<file path="config.mk">
export PLATFORM = sky130hd
export DESIGN_NAME = ldpc_ber_tester_sweep_sched
export DESIGN_NICKNAME = d
export VERILOG_FILES = /design/src/rtl/ldpc_ber_tester_sweep_sched.sv
export SDC_FILE = /design/constraint.sdc
export NUM_CORES = 1
export LEC_CHECK = 0
export CORE_MARGIN = 3
export CORE_UTILIZATION = 35
export DETAILED_ROUTE_END_ITERATION = 8
export GPL_TIMING_DRIVEN = 0
export PLACE_DENSITY = 0.5
export SETUP_SLACK_MARGIN = 0.1
export SYNTH_ARGS = -nofsm -noshare
export SYNTH_HDL_FRONTEND = slang
export SYNTH_SLANG_ARGS = --single-unit
</file>
<file path="constraint.sdc">
create_clock -name i_clk -period 8.5 [get_ports i_clk]
set_input_delay 1.7 -clock i_clk [delete_from_list [all_inputs] [get_ports i_clk]]
set_output_delay 1.7 -clock i_clk [all_outputs]
set_load 0.1 [all_outputs]
</file>
<file path="src/rtl/ldpc_ber_tester_sweep_sched.sv">
// rtl/ldpc_ber_tester_sweep_sched.sv - BER tester sweep sequencer driving the generator through a table of points
module ldpc_ber_tester_sweep_sched #(
  parameter int NUM_STEPS     = 8,
  parameter int RST_CYCLES    = 4,
  parameter int DRAIN_TIMEOUT = 4096,
  localparam int SW = (NUM_STEPS > 1) ? $clog2(NUM_STEPS) : 1
) (
  input  logic          i_clk,
  input  logic          i_reset,
  input  logic          i_cfg_we,
  input  logic [SW-1:0] i_cfg_addr,
  input  logic [15:0]   i_cfg_factor,
  input  logic [7:0]    i_cfg_offset,
  input  logic [31:0]   i_cfg_ctrl_word,
  input  logic [31:0]   i_cfg_blocks,
  input  logic [SW:0]   i_num_steps,
  input  logic          i_start,
  input  logic          i_abort,
  input  logic [63:0]   i_finished_blocks,
  input  logic [31:0]   i_in_flight,
  output logic          o_en,
  output logic          o_sw_resetn,
  output logic [15:0]   o_factor,
  output logic [7:0]    o_offset,
  output logic [31:0]   o_ctrl_word,
  output logic [SW-1:0] o_step_idx,
  output logic          o_busy,
  output logic          o_step_done,
  output logic          o_done,
  output logic          o_aborted,
  output logic          o_timeout
);

  typedef enum logic [2:0] {
    S_IDLE, S_LOAD, S_SRST, S_RUN, S_DRAIN, S_NEXT, S_FIN
  } state_t;

  localparam logic [SW:0]   NS_ONE  = 1;
  localparam logic [SW-1:0] IDX_ONE = 1;

  logic [15:0]   r_tab_factor [NUM_STEPS];
  logic [7:0]    r_tab_offset [NUM_STEPS];
  logic [31:0]   r_tab_ctrl   [NUM_STEPS];
  logic [31:0]   r_tab_blocks [NUM_STEPS];

  state_t        r_state;
  state_t        w_state_next;
  logic [31:0]   r_cnt;
  logic [31:0]   r_target;
  logic [SW:0]   r_num_steps;
  logic [SW-1:0] r_step_idx;
  logic          r_abort_lat;
  logic          r_en, r_sw_resetn, r_busy, r_step_done, r_done, r_aborted, r_timeout;
  logic [15:0]   r_factor;
  logic [7:0]    r_offset;
  logic [31:0]   r_ctrl_word;
  logic          w_reached;
  logic          w_last_step;
  logic          w_timeout_set;

  assign w_reached   = i_finished_blocks >= {32'b0, r_target};
  assign w_last_step = ({1'b0, r_step_idx} == (r_num_steps - NS_ONE));

  // Sweep table: only writable while idle so a running sweep sees stable entries
  always_ff @(posedge i_clk) begin
    if (i_cfg_we && !r_busy) begin
      r_tab_factor[i_cfg_addr] <= i_cfg_factor;
      r_tab_offset[i_cfg_addr] <= i_cfg_offset;
      r_tab_ctrl[i_cfg_addr]   <= i_cfg_ctrl_word;
      r_tab_blocks[i_cfg_addr] <= i_cfg_blocks;
    end
  end

  // Next-state logic; abort short-circuits the active step straight into drain
  always_comb begin
    w_state_next  = r_state;
    w_timeout_set = 1'b0;
    case (r_state)
      S_IDLE:  if (i_start) w_state_next = (i_num_steps == '0) ? S_FIN : S_LOAD;
      S_LOAD:  w_state_next = i_abort ? S_DRAIN : S_SRST;
      S_SRST: begin
        if (i_abort) w_state_next = S_DRAIN;
        else if (r_cnt == 32'(RST_CYCLES - 1)) w_state_next = S_RUN;
      end
      S_RUN:   if (i_abort || w_reached) w_state_next = S_DRAIN;
      S_DRAIN: begin
        if (i_in_flight == 32'd0) begin
          w_state_next = S_NEXT;
        end else if (r_cnt == 32'(DRAIN_TIMEOUT - 1)) begin
          w_state_next  = S_FIN;
          w_timeout_set = 1'b1;
        end
      end
      S_NEXT:  w_state_next = (r_abort_lat || i_abort || w_last_step) ? S_FIN : S_LOAD;
      S_FIN:   w_state_next = S_IDLE;
      default: w_state_next = S_IDLE;
    endcase
  end

  // State, cycle counter and registered outputs derived from the upcoming state
  always_ff @(posedge i_clk or posedge i_reset) begin
    if (i_reset) begin
      r_state     <= S_IDLE;
      r_cnt       <= '0;
      r_target    <= '0;
      r_num_steps <= '0;
      r_step_idx  <= '0;
      r_abort_lat <= 1'b0;
      r_en        <= 1'b0;
      r_sw_resetn <= 1'b1;
      r_busy      <= 1'b0;
      r_step_done <= 1'b0;
      r_done      <= 1'b0;
      r_aborted   <= 1'b0;
      r_timeout   <= 1'b0;
      r_factor    <= '0;
      r_offset    <= '0;
      r_ctrl_word <= '0;
    end else begin
      r_state     <= w_state_next;
      r_cnt       <= (w_state_next != r_state) ? 32'd0 : r_cnt + 32'd1;
      r_en        <= (w_state_next == S_RUN) && (r_target != 32'd0);
      r_sw_resetn <= (w_state_next != S_SRST);
      r_busy      <= (w_state_next != S_IDLE);
      r_step_done <= (w_state_next == S_NEXT);
      r_done      <= (w_state_next == S_FIN);
      if (r_state == S_IDLE && i_start) begin
        r_num_steps <= i_num_steps;
        r_step_idx  <= '0;
        r_abort_lat <= 1'b0;
        r_aborted   <= 1'b0;
        r_timeout   <= 1'b0;
      end
      // FIN is already ending the sweep, so an abort there has nothing left to stop
      if (i_abort && r_state != S_IDLE && r_state != S_FIN) begin
        r_abort_lat <= 1'b1;
        r_aborted   <= 1'b1;
      end
      if (r_state == S_LOAD) begin
        r_factor    <= r_tab_factor[r_step_idx];
        r_offset    <= r_tab_offset[r_step_idx];
        r_ctrl_word <= r_tab_ctrl[r_step_idx];
        r_target    <= r_tab_blocks[r_step_idx];
      end
      if (r_state == S_NEXT && w_state_next == S_LOAD) r_step_idx <= r_step_idx + IDX_ONE;
      if (w_timeout_set) r_timeout <= 1'b1;
    end
  end

  assign o_en        = r_en;
  assign o_sw_resetn = r_sw_resetn;
  assign o_factor    = r_factor;
  assign o_offset    = r_offset;
  assign o_ctrl_word = r_ctrl_word;
  assign o_step_idx  = r_step_idx;
  assign o_busy      = r_busy;
  assign o_step_done = r_step_done;
  assign o_done      = r_done;
  assign o_aborted   = r_aborted;
  assign o_timeout   = r_timeout;

endmodule
</file>
==> impl_table.tex, run 1 <==
\begin{tabular}{lr}
\hline
Metric & Value \\
\hline
\multicolumn{2}{l}{\textbf{Worst hold path}} \\
Type of the most critical hold path & flop to flop \\
Worst Hold Endpoint & r\_cnt[0]\$\_DFF\_PP0\_ \\
Start point of the worst min-delay path & r\_cnt[0]\$\_DFF\_PP0\_ \\
Cell count of the worst hold path & 1 \\
\multicolumn{2}{l}{\textbf{GRT}} \\
Vias in the first global route & about 19000 \\
Initial antenna violation count & 15 \\
First-pass GRT wire length & approximately 120000 µm \\
Global-route total usage across every layer & 0.1705 \\
Largest net degree at the start of global routing & 73 \\
GRT Residual Overflow & 0 \\
\multicolumn{2}{l}{\textbf{Clock tree}} \\
Sink count of the clock tree & 841 \\
Number of buffers on the longest clock path & 3 \\
Post-CTS setup repair buffer count & 0 \\
\# resized after CTS & 0 \\
Number of levels in the clock H-tree & 3 \\
Clock latency at the later pin of the worst-skew pair & 0.64 ns \\
Clock-pin slew on the worst setup and hold paths & around 0.060 ns \\
Clock tree from TritonCTS & done \\
Number of hold-repair buffers added at the cts stage & 0 \\
Buffer cell driving the clock tree root & sky130\_fd\_sc\_hd\_\_clkbuf\_16 \\
Number of buffers added by the clock tree synthesis step & around 90 \\
\multicolumn{2}{l}{\textbf{Pwr}} \\
Maximum resistive drop on vdd & roughly 0.22 mV \\
Cell leakage power & about 13 nW \\
Pwr Density & 302.9 nW/µm² \\
\multicolumn{2}{l}{\textbf{Drt}} \\
Wirelength per Cell & 24.24 µm \\
Overall routed net length & between 80000 and 90000 µm \\
Number of nets with antenna violations after routing & 0 \\
DRC violation count after routing & 0 \\
Via count & $\sim$17000 \\
Average via count per standard cell & 5.034 \\
Length of the first detailed-routing pass in iterations & 5 \\
Number of violations reported at the end of detailed-routing iteration 0 & about 1200 \\
\multicolumn{2}{l}{\textbf{Place}} \\
Placement Cell Area & between 30000 and 40000 µm² \\
Port bufs & 260 \\
Worst setup timing slack at the placement stage & 3.585 ns \\
Placer's final routability congestion estimate & a little under 0.8 \\
Placed Cells & between 3000 and 4000 \\
Detail Placement HPWL & approximately 55000 µm \\
\multicolumn{2}{l}{\textbf{Logic synthesis}} \\
Synth cell types & 60 \\
Most numerous cell in the Yosys netlist & sky130\_fd\_sc\_hd\_\_edfxtp\_1 \\
Proportion of register bits with asynchronous set or reset after synthesis & 0.1629 \\
Share of the synthesized area in the top cell type & 0.6406 \\
Sequential fraction of the synthesis area & 0.7445 \\
Synthesized area per cell & around 19 µm² \\
Synthesis Warnings & 0 \\
Synth Register Bits & 841 \\
Synth top area cells & sky130\_fd\_sc\_hd\_\_edfxtp\_1 (64\%), sky130\_fd\_sc\_hd\_\_mux4\_2 (12\%), sky130\_fd\_sc\_hd\_\_dfrtp\_1 (10\%), sky130\_fd\_sc\_hd\_\_mux2i\_1 (2.7\%), sky130\_fd\_sc\_hd\_\_a21oi\_1 (1.6\%) \\
Most instantiated cells after synthesis & sky130\_fd\_sc\_hd\_\_edfxtp\_1 (704), sky130\_fd\_sc\_hd\_\_mux4\_2 (176), sky130\_fd\_sc\_hd\_\_dfrtp\_1 (136) \\
Number of enable flip-flop cells after synthesis & 704 \\
Post-synthesis instance area & approximately 33000 µm² \\
Synthesized netlist net count & just under 2000 \\
Number of instances in the synthesized netlist & between 1500 and 2000 \\
Most area-hungry cell type in the Yosys netlist & sky130\_fd\_sc\_hd\_\_edfxtp\_1 \\
Main flop type after synthesis & sky130\_fd\_sc\_hd\_\_edfxtp\_1 \\
\multicolumn{2}{l}{\textbf{Timing}} \\
Final Hold Vio Count & 0 \\
Fraction of the cycle the final worst path needs & 0.4951 \\
Number of slew-limit violations in the final report & 0 \\
Final Critical Period & approximately 4.2 ns \\
Setup violations, final & 0 \\
Maximum clock frequency & 0.2376 GHz \\
RSZ-0062 raised after global routing & false \\
Worst-case setup margin in the final layout & $\sim$4.3 ns \\
Worst Skew & around 0.022 ns \\
Slew @ Worst Pin & about 1.2 ns \\
Normalized max-slew margin & 0.2215 \\
\multicolumn{2}{l}{\textbf{Job}} \\
MaxCap Viol Count & 0 \\
\multicolumn{2}{l}{\textbf{Critical path}} \\
Launch instance of the worst register-to-register path & r\_state[0]\$\_DFF\_PP0\_ \\
Reg2Reg Capture Point & o\_ctrl\_word[3]\$\_DFFE\_PP0N\_ \\
Depth of the worst register-to-register path & 5 \\
Sort of element at the end of the critical path & flop \\
Critical path cell sequence & clkdlybuf4s50\_1 > inv\_1 > ha\_1 > nand2b\_1 > a2111oi\_0 > o311ai\_1 > a2111o\_1 > a21oi\_2 > and3\_1 > o22a\_1 \\
Path type of the worst setup path & input pin to flop \\
Required time at the endpoint of the critical path & $\sim$9.1 ns \\
CP Max Fanout & 3 \\
Type of element launching the critical path & input pin \\
Reg2Reg Setup Slack & around 5.3 ns \\
Max incr delay on CP & roughly 0.55 ns \\
Standard cell with the maximum stage delay on the critical path & sky130\_fd\_sc\_hd\_\_a2111o\_1 \\
Crit path DAT & 4.76 ns \\
\multicolumn{2}{l}{\textbf{Die}} \\
Initial cell density of the core & 0.3562 \\
Ports & $\sim$260 \\
Core Area & approximately 93000 µm² \\
Total number of placement rows & $\sim$110 \\
X dimension of the die & around 310 µm \\
Die height & between 300 and 400 µm \\
Floorplan die area & about 100000 µm² \\
\multicolumn{2}{l}{\textbf{Outcome}} \\
Run status & completed \\
\multicolumn{2}{l}{\textbf{Cells and area}} \\
End-of-flow core utilization & 0.4428 \\
Post-Layout Cell Count & between 3000 and 4000 \\
Layout cell share with drive strength beyond 1 & 0.1978 \\
Syn-to-layout area delta & 24.29\% \\
Post-route cell area & 41020 µm² \\
Total number of nets in the final design & around 2400 \\
\hline
\end{tabular}
==> metal layers <==
metal  vias up  global-route usage  wire length, µm
met5         -                   0               90
met4        14             0.03898             1280
met3       103             0.03815             4528
met2       400              0.2933            42270
met1      9176              0.2207            35450
li1       7669                   -                -
==> critical path, delay by kind of cell <==
kind	cells	cell delay [ns]
buffers and inverters	2	0.52
AND/OR/NAND/NOR	2	0.47
AO/OA/AOI/OAI	5	1.79
adder cells (fa/ha/maj)	1	0.27
==> state kept, by name, indices dropped and copies added, names as in the netlist, 3 cells and up <==
signal / count
r_target: 32
r_state: 3
r_num_steps: 4
r_tab_offset: 64
r_tab_blocks: 256
o_ctrl_word: 32
o_offset: 8
r_tab_factor: 128
r_cnt: 32
o_step_idx: 3
o_factor: 16
r_tab_ctrl: 256
==> power by group <==
part	switching, mW	internal, mW
logic	2.30	1.22
registers	0.247	4.83
clock network	1.62	2.22
==> per-stage QoR <==
| step | hold WS, ns | setup TNS, ns | total power, mW |
|---|---|---|---|
| detailed placement | 0.4871 | 0 | 8.740 |
| finish | 0.4944 | 0 | 12.43 |
| global route | 0.5239 | 0 | 12.99 |
| global placement | 0.4825 | -2087.05 | 8.690 |
| floorplan | 0.4598 | 0 | 7.613 |
| CTS | 0.4975 | 0 | 12.62 |
==> logic make-up (layout without fill, tap and decap cells) <==
family	after synthesis	count (layout)	share of synthesized area
other	0	7	0
xor gates and xnor gates	34	34	0.009251
buffers and inverters	123	595	0.01676
DFF	841	841	0.7445
adders and majority gates	35	35	0.01327
AOI/OAI and AO/OA	132	132	0.02343
muxes	268	268	0.1482
and+or+nand+nor	294	294	0.04459
==> placed cells by master (no fill, tap or decap), drive strengths merged, types with 4 or more instances in the layout <==
master         count
nor4b              4
nor2             152
xor2              14
inv               53
mux2               4
dfrtp            136
diode              7
and4               4
xnor2             20
nand3             21
or2                4
mux4             176
nand4             11
o21ai              8
clkinv            35
nor4              35
bufinv             6
buf               71
ha                35
clkdlybuf4s50    260
clkbuf           167
mux2i             88
and3               6
nand2             32
nor3              11
a21oi            104
edfxtp           704
nand2b             5
==> worst max-delay path by stage <==
stage | start | endpoint | cells after the start
6_report | i_finished_blocks[0] | o_en$_DFF_PP0_ | 10
5_1_grt | i_finished_blocks[0] | o_en$_DFF_PP0_ | 10
4_1_cts | i_finished_blocks[0] | o_en$_DFF_PP0_ | 10
3_5_place_dp | i_finished_blocks[0] | o_en$_DFF_PP0_ | 10
3_3_place_gp | i_cfg_we | r_tab_factor[2][2]$_DFFE_PP_ | 3
2_1_floorplan | i_cfg_addr[0] | r_tab_blocks[6][0]$_DFFE_PP_ | 2
==> cell type report <==
class | count | area [µm²]
clock inverters | 51 | 469.2
multi-input cells | 763 | 7956
well taps | 1243 | 1555
flip-flops and latches | 841 | 24570
plain buffers | 77 | 380.4
clock buffers | 120 | 2436
diodes | 7 | 17.52
fillers | 8095 | 51620
repair buffers | 301 | 3451
inverters | 46 | 180.2
Note: power is estimated with default switching activity, not from simulation.
==> run 2: changes to the inputs <==
- PLACE_DENSITY: 0.5 -> 0.51
- clock period: 8.5 -> 3.7 ns (I/O delays scaled with it)
==> run 2 against run 1 <==
Against the previous run:
- routed wire length decreased by 0.34%
- combinational power up 130%
- critical path depth did not move
- critical path type unchanged
- largest power group unchanged
==> impl_table.tex, run 2 (same netlist as run 1, synthesis figures left out) <==
\begin{tabular}{lr}
\hline
Metric & Value \\
\hline
\multicolumn{2}{l}{\textbf{Outcome}} \\
Run status & completed \\
\multicolumn{2}{l}{\textbf{Timing}} \\
Final Hold Vio Count & 0 (unchanged) \\
Slew @ Worst Pin & 1.113 ns (-0.05461 ns) \\
Number of slew-limit violations in the final report & 0 (unchanged) \\
Maximum clock frequency & between 0.2 and 0.3 GHz \\
RSZ-0062 raised after global routing & false \\
Normalized max-slew margin & 0.2556 (+0.03408) \\
Total Neg Setup Slack & 0 ns (unchanged) \\
Worst Skew & 0.01452 ns (-0.006980 ns) \\
Setup violations, final & 0 (unchanged) \\
Final Critical Period & between 3 and 4 ns \\
Fraction of the cycle the final worst path needs & 0.9190 \\
Post-Route Hold Slack & 0.4615 ns (-0.03292 ns) \\
\multicolumn{2}{l}{\textbf{Critical path}} \\
Crit path DAT & 3.94 ns (-0.82 ns) \\
Type of element launching the critical path & input pin \\
Max incr delay on CP & 0.60 ns (+0.05 ns) \\
CP top delay family & compound AO/OA/AOI/OAI gates \\
Path type of the worst setup path & input pin to flop \\
Standard cell with the maximum stage delay on the critical path & sky130\_fd\_sc\_hd\_\_a2111oi\_0 \\
Required time at the endpoint of the critical path & 4.24 ns (-4.81 ns) \\
Sort of element at the end of the critical path & flop \\
Critical path cell sequence & clkdlybuf4s50\_1 > inv\_1 > ha\_1 > nand2b\_1 > a2111oi\_0 > o311ai\_1 > a2111o\_1 > a21oi\_4 > and3\_1 > o22a\_1 \\
CP Max Fanout & 3 (unchanged) \\
WP buf/inv & 2 (unchanged) \\
\multicolumn{2}{l}{\textbf{Cells and area}} \\
Sequential standard cell area & 24570 µm² (about the same) \\
Total number of nets in the final design & 2354 (+0.085\%) \\
Number of filler instances in the final layout & 8078 (-0.21\%) \\
Top flop regs & r\_tab\_blocks x256, r\_tab\_ctrl x256, r\_tab\_factor x128 \\
Leading cell type in the layout, fill and taps excluded & sky130\_fd\_sc\_hd\_\_edfxtp\_1 \\
Syn-to-layout area delta & 24.70\% \\
Area of combinational cells with multiple inputs & 7966 µm² (+0.13\%) \\
Commonest cells after routing, fill and taps aside & sky130\_fd\_sc\_hd\_\_edfxtp\_1 (704), sky130\_fd\_sc\_hd\_\_clkdlybuf4s50\_1 (260), sky130\_fd\_sc\_hd\_\_mux4\_2 (176) \\
Post-Layout Cell Count & 3446 (-0.087\%) \\
Layout cell share with drive strength beyond 1 & 0.1962 (-0.001641) \\
\multicolumn{2}{l}{\textbf{GRT}} \\
Largest net degree at the start of global routing & 32 (-56\%) \\
Vias in the first global route & 18690 (+0.16\%) \\
Global-route total usage across every layer & 0.1708 (+0.0003509) \\
Initial antenna violation count & 13 (-2) \\
GRT Residual Overflow & 0 (unchanged) \\
First-pass GRT wire length & 123500 µm (about the same) \\
\multicolumn{2}{l}{\textbf{Die}} \\
Floorplan die area & 98010 µm² (unchanged) \\
Total number of placement rows & 111 (unchanged) \\
Core Area & 92640 µm² (unchanged) \\
Die height & 313.1 µm (unchanged) \\
Ports & 262 (unchanged) \\
Initial cell density of the core & 0.3562 (unchanged) \\
X dimension of the die & 313.1 µm (unchanged) \\
\multicolumn{2}{l}{\textbf{Drt}} \\
Number of violations reported at the end of detailed-routing iteration 0 & 1089 (-5.3\%) \\
Overall routed net length & 83340 µm (-0.34\%) \\
Average via count per standard cell & 5.035 (about the same) \\
DRC violation count after routing & 0 (unchanged) \\
Wirelength per Cell & 24.18 µm (-0.25\%) \\
Number of nets with antenna violations after routing & 0 (unchanged) \\
Length of the first detailed-routing pass in iterations & 5 (unchanged) \\
Via count & 17350 (-0.069\%) \\
\multicolumn{2}{l}{\textbf{Worst hold path}} \\
Type of the most critical hold path & input pin to flop \\
\multicolumn{2}{l}{\textbf{Clock tree}} \\
Number of levels in the clock H-tree & 3 (unchanged) \\
Clock latency at the later pin of the worst-skew pair & 0.63 ns (about the same) \\
Clock tree from TritonCTS & done \\
Clock-pin slew on the worst setup and hold paths & 0.06 ns (about the same) \\
Buffer cell driving the clock tree root & sky130\_fd\_sc\_hd\_\_clkbuf\_16 \\
Number of buffers added by the clock tree synthesis step & 88 (-3.3\%) \\
Number of buffers on the longest clock path & 3 (unchanged) \\
Post-CTS setup repair buffer count & 0 (unchanged) \\
Sink count of the clock tree & 841 (unchanged) \\
\multicolumn{2}{l}{\textbf{Job}} \\
MaxCap Viol Count & 0 (unchanged) \\
\multicolumn{2}{l}{\textbf{Place}} \\
Detail Placement HPWL & 55620 µm (+1.7\%) \\
Port bufs & 260 (unchanged) \\
Placed Cells & 3276 (+0.15\%) \\
Placer's final routability congestion estimate & 0.7693 (-2.1\%) \\
\multicolumn{2}{l}{\textbf{Pwr}} \\
Pwr Density & 690.9 nW/µm² (+130\%) \\
Overall power after layout & 28.43 mW (+130\%) \\
Maximum resistive drop on vdd & 0.6843 mV (+210\%) \\
Cell leakage power & 13.34 nW (+0.26\%) \\
\hline
\end{tabular}
==> run 2: cell count changes in the layout (fill, tap and decap cells not counted), moves of 2 or more <==
| cell | delta |
|---|---|
| sky130_fd_sc_hd__buf_16 | +9 |
| sky130_fd_sc_hd__clkbuf_16 | -3 |
| sky130_fd_sc_hd__bufinv_16 | +2 |
| sky130_fd_sc_hd__clkinv_8 | +3 |
| sky130_fd_sc_hd__buf_8 | -4 |
| sky130_fd_sc_hd__clkinv_2 | -8 |
| sky130_fd_sc_hd__inv_6 | -3 |
| sky130_fd_sc_hd__clkbuf_1 | +3 |
==> run 2: through the flow <==
step	worst slack, ns	utilization	cell area (µm²)
after floorplan	-0.2041	-	33060
after global placement	-3.773	0.4018	37220
after detailed placement	-0.4979	0.4132	38280
after CTS	0.1572	0.4440	41130
after global routing	0.1987	0.4441	41140
final	0.2995	0.4442	41150
==> run 2: path summary, 6_finish.rpt <==
check,cells past startpoint,from,slack [ns],to
max,10,i_finished_blocks[0],0.30,o_en$_DFF_PP0_
min,3,i_abort,0.46,o_aborted$_DFFE_PP0P_
max reg2reg,8,r_target[0]$_DFFE_PP0N_,0.44,o_en$_DFF_PP0_
min reg2reg,1,o_timeout$_DFFE_PP0P_,0.49,o_timeout$_DFFE_PP0P_
max in group asynchronous,5,i_reset,1.94,o_factor[4]$_DFFE_PP0N_
min in group asynchronous,2,i_reset,0.59,o_busy$_DFF_PP0_
==> run 2: layout make-up <==
type                            count  share of cell area
Timing Repair Buffer              306             0.08842
Sequential cell                   841              0.5971
Buffer                             77            0.009243
Tap cell                         1243             0.03779
Clock buffer                      121             0.05798
Antenna cell                        6           0.0003649
Multi-Input combinational cell    763              0.1936
Inverter                           46            0.004287
Clock inverter                     43             0.01125
==> run 2: worst register-to-register path, delay by kind of cell (launching register included) <==
family	cells	cell delay [ns]
adder cells (fa/ha/maj)	1	0.31
AO/OA/AOI/OAI	5	1.93
flip-flops	1	0.46
AND/OR/NAND/NOR	2	0.47
==> run 2: per-layer routing <==
metal | track usage | vias up | wire, µm
met2 | 0.2983 | 426 | 42650
met1 | 0.2189 | 9139 | 34280
met5 | 0 | - | 65
met3 | 0.03663 | 89 | 5083
met4 | 0.03802 | 8 | 1252
li1 | - | 7688 | -
==> run 2: report_power, final <==
part	total, mW	switching, mW	internal, mW
combinational	8.08	5.27	2.81
clock	8.65	3.56	5.09
sequential	11.7	0.608	11.1
==> run 2: timing repair <==
action / CTS / global route
hold buffers: 0 / 0
gates resized for setup: 0 / 1
endpoints found under the setup margin: 0 / 14
